[config.mk]
export PLATFORM = sky130hd
export DESIGN_NAME = ecc_smul_ctrl
export DESIGN_NICKNAME = d
export VERILOG_FILES = /design/src/rtl/ecc_pkg.sv /design/src/rtl/ecc_lead_one.sv /design/src/rtl/ecc_smul_ctrl.sv
export SDC_FILE = /design/constraint.sdc
export NUM_CORES = 1
export LEC_CHECK = 0
export ABC_AREA = 1
export CAP_MARGIN = 5
export CORE_MARGIN = 5
export CORE_UTILIZATION = 48
export CTS_CLUSTER_SIZE = 20
export DETAILED_ROUTE_END_ITERATION = 10
export GPL_ROUTABILITY_DRIVEN = 1
export HOLD_SLACK_MARGIN = 0.15
export PLACE_DENSITY_LB_ADDON = 0.12
export SYNTH_ARGS = -nofsm -noshare
export SYNTH_HDL_FRONTEND = slang
export SYNTH_SLANG_ARGS = --single-unit
export TNS_END_PERCENT = 20
[constraint.sdc]
create_clock -name i_clk -period 2.6 [get_ports i_clk]
set_clock_uncertainty 0.05 [all_clocks]
set_input_delay 0.52 -clock i_clk [delete_from_list [all_inputs] [get_ports i_clk]]
set_output_delay 0.52 -clock i_clk [all_outputs]
set_load 0.01 [all_outputs]
[src/rtl/ecc_pkg.sv]
// Shared types and constants for the ECC scalar-multiply sequencer.
package ecc_pkg;

  localparam int unsigned K_WIDTH_DEF = 4;
  localparam int unsigned COORD_W_DEF = 32;

  localparam logic OP_DBL = 1'b0;
  localparam logic OP_ADD = 1'b1;

  typedef enum logic [2:0] {
    StIdle,
    StScan,
    StDblReq,
    StDblWait,
    StAddReq,
    StAddWait,
    StDone
  } state_e;

  function automatic int unsigned idx_w(input int unsigned w);
    return (w > 1) ? $clog2(w) : 1;
  endfunction

endpackage

[src/rtl/ecc_lead_one.sv]
// Combinational leading-one detector: index of the most significant set bit plus a zero flag.
module ecc_lead_one
  import ecc_pkg::*;
#(
  parameter int unsigned K_WIDTH = K_WIDTH_DEF,
  localparam int unsigned IDX_W  = idx_w(K_WIDTH)
) (
  input  logic [K_WIDTH-1:0] i_k,
  output logic [IDX_W-1:0]   o_idx,
  output logic               o_zero
);

  always_comb begin
    o_idx  = '0;
    o_zero = ~|i_k;
    for (int unsigned i = 0; i < K_WIDTH; i++) begin
      if (i_k[i]) o_idx = IDX_W'(i);
    end
  end

endmodule

[src/rtl/ecc_smul_ctrl.sv]
// Left-to-right double-and-add sequencer for kP driving a shared point-arithmetic unit.
// Optional build macro ECC_SMUL_CONST_TIME_EN issues an ADD for every scanned bit.
module ecc_smul_ctrl
  import ecc_pkg::*;
#(
  parameter int unsigned K_WIDTH = K_WIDTH_DEF,
  parameter int unsigned COORD_W = COORD_W_DEF
) (
  input  logic               i_clk,
  input  logic               i_rst_n,
  input  logic               i_start,
  input  logic [K_WIDTH-1:0] i_k,
  input  logic [COORD_W-1:0] i_a,
  input  logic [COORD_W-1:0] i_prime,
  input  logic [COORD_W-1:0] i_px,
  input  logic [COORD_W-1:0] i_py,
  output logic [COORD_W-1:0] o_a,
  output logic [COORD_W-1:0] o_prime,
  output logic               o_op_valid,
  output logic               o_op_sel,
  output logic [COORD_W-1:0] o_op_x1,
  output logic [COORD_W-1:0] o_op_y1,
  output logic [COORD_W-1:0] o_op_x2,
  output logic [COORD_W-1:0] o_op_y2,
  input  logic               i_op_ready,
  input  logic               i_res_valid,
  input  logic [COORD_W-1:0] i_res_x,
  input  logic [COORD_W-1:0] i_res_y,
  input  logic               i_res_inf,
  output logic               o_busy,
  output logic               o_done,
  output logic [COORD_W-1:0] o_kpx,
  output logic [COORD_W-1:0] o_kpy,
  output logic               o_inf
);

  localparam int unsigned IDX_W = idx_w(K_WIDTH);

  state_e             r_state;
  logic [K_WIDTH-1:0] r_k;
  logic [COORD_W-1:0] r_px, r_py, r_a, r_prime;
  logic [COORD_W-1:0] r_rx, r_ry;
  logic               r_rinf;
  logic [IDX_W-1:0]   r_idx;
  logic               r_op_valid, r_op_sel;
  logic [COORD_W-1:0] r_op_x1, r_op_y1, r_op_x2, r_op_y2;
  logic               r_busy, r_done, r_inf;
  logic [COORD_W-1:0] r_kpx, r_kpy;

  logic [IDX_W-1:0]   w_lo_idx;
  logic               w_lo_zero;
  logic               w_bit, w_add_need;
  state_e             w_after_add, w_after_dbl, w_step_nxt;
  logic [IDX_W-1:0]   w_after_add_idx, w_after_dbl_idx, w_idx_nxt;
  logic               w_step;
  logic [COORD_W-1:0] w_nr_x, w_nr_y;
  logic               w_nr_inf;

  ecc_lead_one #(
    .K_WIDTH (K_WIDTH)
  ) u_lead_one (
    .i_k    (r_k),
    .o_idx  (w_lo_idx),
    .o_zero (w_lo_zero)
  );

  assign w_bit = r_k[r_idx];
`ifdef ECC_SMUL_CONST_TIME_EN
  assign w_add_need = 1'b1;
`else
  assign w_add_need = w_bit;
`endif

  // w_step marks a cycle that finishes a scan/op step; w_nr_* is R after that step.
  always_comb begin
    w_after_add     = StDblReq;
    w_after_add_idx = r_idx - 1'b1;
    if (r_idx == '0) begin
      w_after_add     = StDone;
      w_after_add_idx = r_idx;
    end
    w_after_dbl     = w_add_need ? StAddReq : w_after_add;
    w_after_dbl_idx = w_add_need ? r_idx : w_after_add_idx;

    w_step     = 1'b0;
    w_step_nxt = r_state;
    w_idx_nxt  = r_idx;
    w_nr_x     = r_rx;
    w_nr_y     = r_ry;
    w_nr_inf   = r_rinf;
    case (r_state)
      StScan: begin
        w_step = 1'b1;
        if (w_lo_zero) begin
          w_nr_x     = '0;
          w_nr_y     = '0;
          w_nr_inf   = 1'b1;
          w_step_nxt = StDone;
        end else begin
          w_nr_x   = r_px;
          w_nr_y   = r_py;
          w_nr_inf = 1'b0;
          if (w_lo_idx == '0) begin
            w_step_nxt = StDone;
          end else begin
            w_step_nxt = StDblReq;
            w_idx_nxt  = w_lo_idx - 1'b1;
          end
        end
      end
      StDblReq: begin
        if (r_rinf) begin
          w_step     = 1'b1;
          w_step_nxt = w_after_dbl;
          w_idx_nxt  = w_after_dbl_idx;
        end
      end
      StDblWait: begin
        if (i_res_valid) begin
          w_step     = 1'b1;
          w_nr_x     = i_res_x;
          w_nr_y     = i_res_y;
          w_nr_inf   = i_res_inf;
          w_step_nxt = w_after_dbl;
          w_idx_nxt  = w_after_dbl_idx;
        end
      end
      StAddReq: begin
        if (r_rinf) begin
          w_step = 1'b1;
          if (w_bit) begin
            w_nr_x   = r_px;
            w_nr_y   = r_py;
            w_nr_inf = 1'b0;
          end
          w_step_nxt = w_after_add;
          w_idx_nxt  = w_after_add_idx;
        end
      end
      StAddWait: begin
        if (i_res_valid) begin
          w_step = 1'b1;
          // A cleared bit only happens in constant-time mode: discard the dummy sum.
          if (w_bit) begin
            w_nr_x   = i_res_x;
            w_nr_y   = i_res_y;
            w_nr_inf = i_res_inf;
          end
          w_step_nxt = w_after_add;
          w_idx_nxt  = w_after_add_idx;
        end
      end
      default: ;
    endcase
  end

  always_ff @(posedge i_clk or negedge i_rst_n) begin
    if (!i_rst_n) begin
      r_state    <= StIdle;
      r_k        <= '0;
      r_px       <= '0;
      r_py       <= '0;
      r_a        <= '0;
      r_prime    <= '0;
      r_rx       <= '0;
      r_ry       <= '0;
      r_rinf     <= 1'b0;
      r_idx      <= '0;
      r_op_valid <= 1'b0;
      r_op_sel   <= OP_DBL;
      r_op_x1    <= '0;
      r_op_y1    <= '0;
      r_op_x2    <= '0;
      r_op_y2    <= '0;
      r_busy     <= 1'b0;
      r_done     <= 1'b0;
      r_kpx      <= '0;
      r_kpy      <= '0;
      r_inf      <= 1'b0;
    end else begin
      r_done <= 1'b0;
      case (r_state)
        StIdle: begin
          if (i_start) begin
            r_k     <= i_k;
            r_px    <= i_px;
            r_py    <= i_py;
            r_a     <= i_a;
            r_prime <= i_prime;
            r_busy  <= 1'b1;
            r_state <= StScan;
          end
        end
        StDblReq: begin
          if (r_op_valid && i_op_ready) begin
            r_op_valid <= 1'b0;
            r_state    <= StDblWait;
          end
        end
        StAddReq: begin
          if (r_op_valid && i_op_ready) begin
            r_op_valid <= 1'b0;
            r_state    <= StAddWait;
          end
        end
        StDone: begin
          r_busy  <= 1'b0;
          r_state <= StIdle;
        end
        default: ;
      endcase

      if (w_step) begin
        r_state <= w_step_nxt;
        r_idx   <= w_idx_nxt;
        r_rx    <= w_nr_x;
        r_ry    <= w_nr_y;
        r_rinf  <= w_nr_inf;
        case (w_step_nxt)
          StDblReq: begin
            r_op_valid <= ~w_nr_inf;
            r_op_sel   <= OP_DBL;
            r_op_x1    <= w_nr_x;
            r_op_y1    <= w_nr_y;
          end
          StAddReq: begin
            r_op_valid <= ~w_nr_inf;
            r_op_sel   <= OP_ADD;
            r_op_x1    <= w_nr_x;
            r_op_y1    <= w_nr_y;
            r_op_x2    <= r_px;
            r_op_y2    <= r_py;
          end
          StDone: begin
            r_done <= 1'b1;
            r_kpx  <= w_nr_inf ? '0 : w_nr_x;
            r_kpy  <= w_nr_inf ? '0 : w_nr_y;
            r_inf  <= w_nr_inf;
          end
          default: ;
        endcase
      end
    end
  end

  assign o_a        = r_a;
  assign o_prime    = r_prime;
  assign o_op_valid = r_op_valid;
  assign o_op_sel   = r_op_sel;
  assign o_op_x1    = r_op_x1;
  assign o_op_y1    = r_op_y1;
  assign o_op_x2    = r_op_x2;
  assign o_op_y2    = r_op_y2;
  assign o_busy     = r_busy;
  assign o_done     = r_done;
  assign o_kpx      = r_kpx;
  assign o_kpy      = r_kpy;
  assign o_inf      = r_inf;

endmodule
* Word level (Yosys, flattened, before mapping)
Cells that the tools add are included.
** Word-level totals
- Register bits :: 399
- Bits of input ports :: 202
- Output and inout bits :: 261
- Logic and storage cells :: 127
** Cells by class
- Add/sub/neg operators :: 2
- Magnitude comparators :: 1
- Equality and inequality tests :: 19
- Muxes and demuxes :: 63
- Bitwise gates (word level) :: 1
- Reductions and logical operators :: 20
** Operators by type and width (number)
- $mux W32 :: 14
- $pmux W32 S4 :: 2
- $mux W3 :: 12
- $mux W2 :: 10
- $mux W1 :: 17
- $eq A3 B3 Y1 const B :: 5
- $pmux W3 S5 :: 1
- $ne A2 B2 Y1 const B :: 6
- $pmux W3 S4 :: 1
- $reduce_and A2 Y1 :: 6
- $pmux W2 S5 :: 1
- $reduce_bool A5 Y1 :: 2
- $eq A3 B2 Y1 const B :: 3
- $ne A3 B3 Y1 const B :: 3
- $reduce_and A8 Y1 :: 1
- $reduce_or A2 Y1 :: 3
- $logic_not A2 Y1 :: 2
- $pmux W1 S2 :: 2
- $pmux W1 S4 :: 1
- $reduce_and A4 Y1 :: 1
- $reduce_bool A2 Y1 :: 2
- $reduce_or A4 Y1 :: 1
- $sub A2 B1 Y2 const B :: 2
- $eq A3 B1 Y1 const B :: 1
- 7 further kinds :: 7

* Logic depth before layout (Yosys ltp)
- Depth after elaboration :: 11
- Depth in mapped cells :: 15
- Gate-level depth less buffers :: 13

* Hierarchy
From an unflattened synthesis, not the netlist that was laid out.
** Unflattened totals
- Cells, all modules :: 1621
- Area, all modules :: 16143.0 um^2
** By module, submodules not included
- ecc_smul_ctrl :: times used 1, cells an instance 1613, area each 16106.7 um^2, sequential area each 9984.6 um^2
- ecc_lead_one :: times used 1, cells an instance 8, area each 36.3 um^2, sequential area each 0.0 um^2

* Least setup slack after synthesis
OpenSTA, ideal clock, no wires.
- Path type :: flip-flop to flip-flop
- Start :: register r_state[2]
- End :: register r_kpy[13] (netlist: o_kpy[13])
- Setup time :: 0.118 ns
- Data arrival time :: 1.846 ns
- Required time :: 2.432 ns
- Slack :: 0.586 ns
- Stages on the path, launching flop included :: 15
- Path buffers :: 2
- Clock period less this slack :: 2.014 ns
- Cell sequence :: dfrtp_1 > inv_2 > ha_1 > nand2_1 > inv_2 > nand2_1 > nand2_1 > nor2_2 > nand3_1 > nor2_2 > inv_2 > buf_2 > buf_2 > nand2_1 > nand2_1
** Between the ends
- Word-level cells in the longest chain between the ends :: 4
- Elaborated cells on any way between the ends :: 18
- Classes of those cells :: eq/ne (6); mux (9); reduce/logical (3)
** Ends and longest elaborated chain
- start, declared :: line ecc_smul_ctrl.sv:39 : state_e r_state;
- start signal, assigned :: line ecc_smul_ctrl.sv:159 : r_state <= StIdle;
- start signal, assigned :: line ecc_smul_ctrl.sv:191 : r_state <= StScan;
- start signal, assigned :: line ecc_smul_ctrl.sv:197 : r_state <= StDblWait;
- $eq A3 B3 Y1 (tied with other cells) :: line ecc_smul_ctrl.sv:91 : case (r_state)
- $pmux W3 S5 or $reduce_or A2 Y1 (tied branches)
- $eq A3 B3 Y1 or $pmux W1 S3 (tied branches) :: line ecc_smul_ctrl.sv:219, ecc_smul_ctrl.sv:91
- $reduce_and A2 Y1 (no source line)
- end signal, assigned :: line ecc_smul_ctrl.sv:237 : r_kpy <= w_nr_inf ? '0 : w_nr_y;
- end, declared :: line ecc_smul_ctrl.sv:48 : logic [COORD_W-1:0] r_kpx, r_kpy;
Parallel ways exist; a longest one is shown, timed or not.
A chain may end at the register's enable or synchronous reset.

* Final worst setup path
- Start :: register r_state[0]
- End :: register r_op_x2[2] (netlist: o_op_x2[2])
** Between the ends
- Word-level cells in the longest chain between the ends :: 4
- Elaborated cells on any way between the ends :: 15
- Classes of those cells :: eq/ne (6); mux (6); reduce/logical (3)
** Ends and longest elaborated chain
- $eq A3 B3 Y1 (tied with other cells) :: line ecc_smul_ctrl.sv:91
- $pmux W3 S5 or $reduce_or A2 Y1 (tied branches)
- $eq A3 B3 Y1 or $pmux W1 S3 (tied branches) :: line ecc_smul_ctrl.sv:219, ecc_smul_ctrl.sv:91
- $reduce_and A2 Y1 (no source line) (*)
- end signal, assigned :: line ecc_smul_ctrl.sv:231 : r_op_x2 <= r_px;
- end, declared :: line ecc_smul_ctrl.sv:46 : logic [COORD_W-1:0] r_op_x1, r_op_y1, r_op_x2, r_op_y2;
Mark *: on every way between the ends. The rest lies on a longest branch, timed or not.

==> flow_metrics.env <==
export IMPL_dp_hpwl_um=35830
export IMPL_hold_viol=0
export IMPL_cts_root_buf="clkbuf_16"
export IMPL_cap_violations=0
export IMPL_grt_pass1_wl_um=81650
export IMPL_synth_top_area_share_pct=60.89
export IMPL_postRouteAntennaNets=0
export IMPL_r2r_setup_slack_ns=0.24
export IMPL_p_leak_nw=11.42
export IMPL_crit_start="r_state[0]"
export IMPL_grt_use_total_pct=26.85
export IMPL_wl_per_cell_um=19.33
export IMPL_cts_setup_buffers=0
export IMPL_drt_wl_total_um=51680
export IMPL_ys_top_cells_by_area="dfrtp_1 (61%), nand2_1 (17%), mux2_2 (8.1%)"
export IMPL_core_region_area_um2=33620
export IMPL_cts_tree="done"
export IMPL_viasPerCell=5.154
export IMPL_critPathRequiredTime_ns=3.01
export IMPL_tightest_slew_ns=0.7362
export IMPL_drc_errors=0
export IMPL_dp_cells=2599
export IMPL_row_count=67
export IMPL_io_pins=463
export IMPL_grtUsageMet1_pct=33.10
export IMPL_r2r_start="r_state[0]"
export IMPL_synth_area_per_cell_um2=9.413
export IMPL_synthCells=1742
export IMPL_ys_types=28
export IMPL_grt_max_degree=84
export IMPL_fmax_mhz=422.8
export IMPL_status="complete, no violations"
export IMPL_arrival_ns=2.77
export IMPL_drive_above_1_share_pct=11.15
export IMPL_gp_congestion=0.9152
export IMPL_grt_pass1_vias=14460
export IMPL_grt_ovfl_total=0
export IMPL_die_area_um2=37960
export IMPL_met2_usage_pct=45.73
export IMPL_cts_htree_levels=2
export IMPL_fin_nets=2399
export IMPL_yosysMostFrequentCell="nand2_1"
export IMPL_grt_util_met3_pct=7.825
export IMPL_period_needed_ns=2.365
export IMPL_ys_seq_area_share_pct=60.89
export IMPL_start_util_pct=48.78
export IMPL_rsz0062_at_grt="false"
export IMPL_period_share_pct=90.96
export IMPL_cts_inserted_buffers=42
export IMPL_netlist_area_um2=16400
export IMPL_first_pass_iters=5
export IMPL_endpoint_kind="flop"
export IMPL_final_core_util_pct=68.90
export IMPL_synth_edf_count=0
export IMPL_cellPowerDensity_nw_per_um2=1417
export IMPL_port_buffers=462
export IMPL_yosys_top_cells_count="nand2_1 (747), dfrtp_1 (399), nand3_1 (203)"
export IMPL_crit_path_start_kind="flop"
export IMPL_clk_pin_slew_worst_paths_ns=0.06
export IMPL_ys_seq_elements=399
export IMPL_setup_tns_ns=0
export IMPL_busiest_layer="met2"
export IMPL_dr_first_iter_drc_count=837
export IMPL_yosysTopAreaCell="dfrtp_1"
export IMPL_cts_sinks=399
export IMPL_dieHeight_um=194.8
export IMPL_die_w_um=194.8
export IMPL_crit_end="o_op_x2[2]"
export IMPL_min_path_type="flop to flop"
export IMPL_reg2reg_depth=11
export IMPL_crit_fanout=40
export IMPL_syn_nets=1945
export IMPL_fill_cells=2671
export IMPL_synthToLayoutAreaGrowth_pct=41.25
export IMPL_ys_warnings_count=0
export IMPL_finalMaxSlewViolations=0
export IMPL_setup_violations_final=0
export IMPL_peakVddDrop_mv=1.028
export IMPL_relSlewSlack_pct=50.92
export IMPL_antenna_found_initial=1
export IMPL_via_count=13780
export IMPL_dominantRegCellSynth="dfrtp_1"
export IMPL_path_class="flop to flop"
export IMPL_r2r_end="o_op_x2[2]"
export IMPL_stdcell_count=2673
export IMPL_async_flop_share_pct=100.0
export IMPL_clk_insertion_delay_late_ns=0.53
export IMPL_clock_path_buffers=3
worst min-delay path by stage:
stage | slack (ns) | depth (start not counted) | from | end
2_1_floorplan | 0.17 | 0 | i_rst_n | o_a[0]
3_3_place_gp | 0.40 | 2 | o_op_x2[12] | o_op_x2[12]
3_5_place_dp | 0.41 | 2 | o_op_x2[15] | o_op_x2[15]
4_1_cts | 0.42 | 2 | o_op_x2[15] | o_op_x2[15]
5_1_grt | 0.43 | 2 | o_op_y2[29] | o_op_y2[29]
6_report | 0.42 | 2 | o_op_x2[13] | o_op_x2[13]
where the power goes:
group	switching (mW)	leakage, nW	internal (mW)
logic	9.39	5.76	6.98
clock network	2.37	0.646	3.28
registers	1.66	5.01	9.14
placed cells by master, fill, tap and decap left out, types with 3 or more instances in the layout:
cell	instances
o21ai_0	15
clkdlybuf4s50_1	461
clkbuf_1	10
clkbuf_8	9
and2_1	8
nand3_1	202
dfrtp_1	399
a21oi_1	22
inv_2	6
nor2_1	21
nand2_2	5
clkinv_2	9
nand3_2	3
inv_1	83
clkbuf_16	43
buf_12	26
nand2_1	741
mux2_2	118
and2_0	4
buf_4	18
registers in the layout (all words and copies together) (netlist names), 2 cells and up:
signal	flops
o_a	32
o_kpx	32
o_kpy	32
o_op_x1	32
o_op_x2	32
o_op_y1	32
o_op_y2	32
o_prime	32
r_px	32
r_py	32
r_rx	32
r_ry	32
r_k	4
r_state	3
r_idx	2
metrics by stage:
stage | hold WS (ns) | total power [mW] | setup WS (ns) | cell area, um^2
floorplan | 0.1744 | 19.15 | 0.5861 | 16400
global placement | 0.4031 | 26.81 | 0.1500 | 21850
detailed placement | 0.4072 | 27.22 | 0.1016 | 21850
CTS | 0.4218 | 33.05 | 0.1635 | 23160
global route | 0.4349 | 35.08 | 0.01999 | 23160
finish | 0.4183 | 32.82 | 0.2350 | 23160
critical path: stages, from the launching register on:
cell and delay (ns):
dfrtp_1 0.47, inv_1 0.13, nand3_1 0.13, nand2_1 0.14, inv_1 0.16, nor2_1 0.06
nand2_1 0.07, nand3_1 0.10, nand2_2 0.15, buf_4 0.52, nand3_1 0.18, nand2_1 0.11
area by class of cell:
type | count | area [um^2] | share of cell area (%)
Tap cell | 448 | 560.5 | 2.420
Sequential cell | 399 | 9985 | 43.11
Clock buffer | 62 | 1237 | 5.342
Antenna cell | 1 | 2.502 | 0.01080
Multi-Input combinational cell | 1155 | 5679 | 24.52
Clock inverter | 10 | 53.80 | 0.2323
Timing Repair Buffer | 508 | 5306 | 22.91
Inverter | 90 | 337.8 | 1.459
kinds of logic (layout without fill, tap and decap cells):
family          Yosys count  count (layout)  synth area share (%)
xor+xnor                  1               1               0.05342
compound gates           43              43                 1.396
flops                   399             399                 60.89
mux                     118             118                 8.103
fa+ha+maj                 1               1               0.07629
buf+inv                 188             670                 4.807
simple gates            992             992                 24.68
other cells               0               1                     0
per-layer routing:
| layer | wire, um | share of wire [%] | up-vias |
|---|---|---|---|
| li1 | - | - | 6416 |
| met1 | 19600 | 38 | 6716 |
| met2 | 25730 | 50 | 549 |
| met3 | 4628 | 9.0 | 96 |
| met4 | 1718 | 3.3 | 0 |
| met5 | 0 | 0 | - |
timing repair:
item / 4_1_cts / 5_1_grt
setup endpoints to repair: 0 / 29
endpoints found under the hold margin: 68 / 0
gates resized for setup: 0 / 1
hold buffers: 1 / 0
Note: power is estimated with default switching activity, not from simulation.
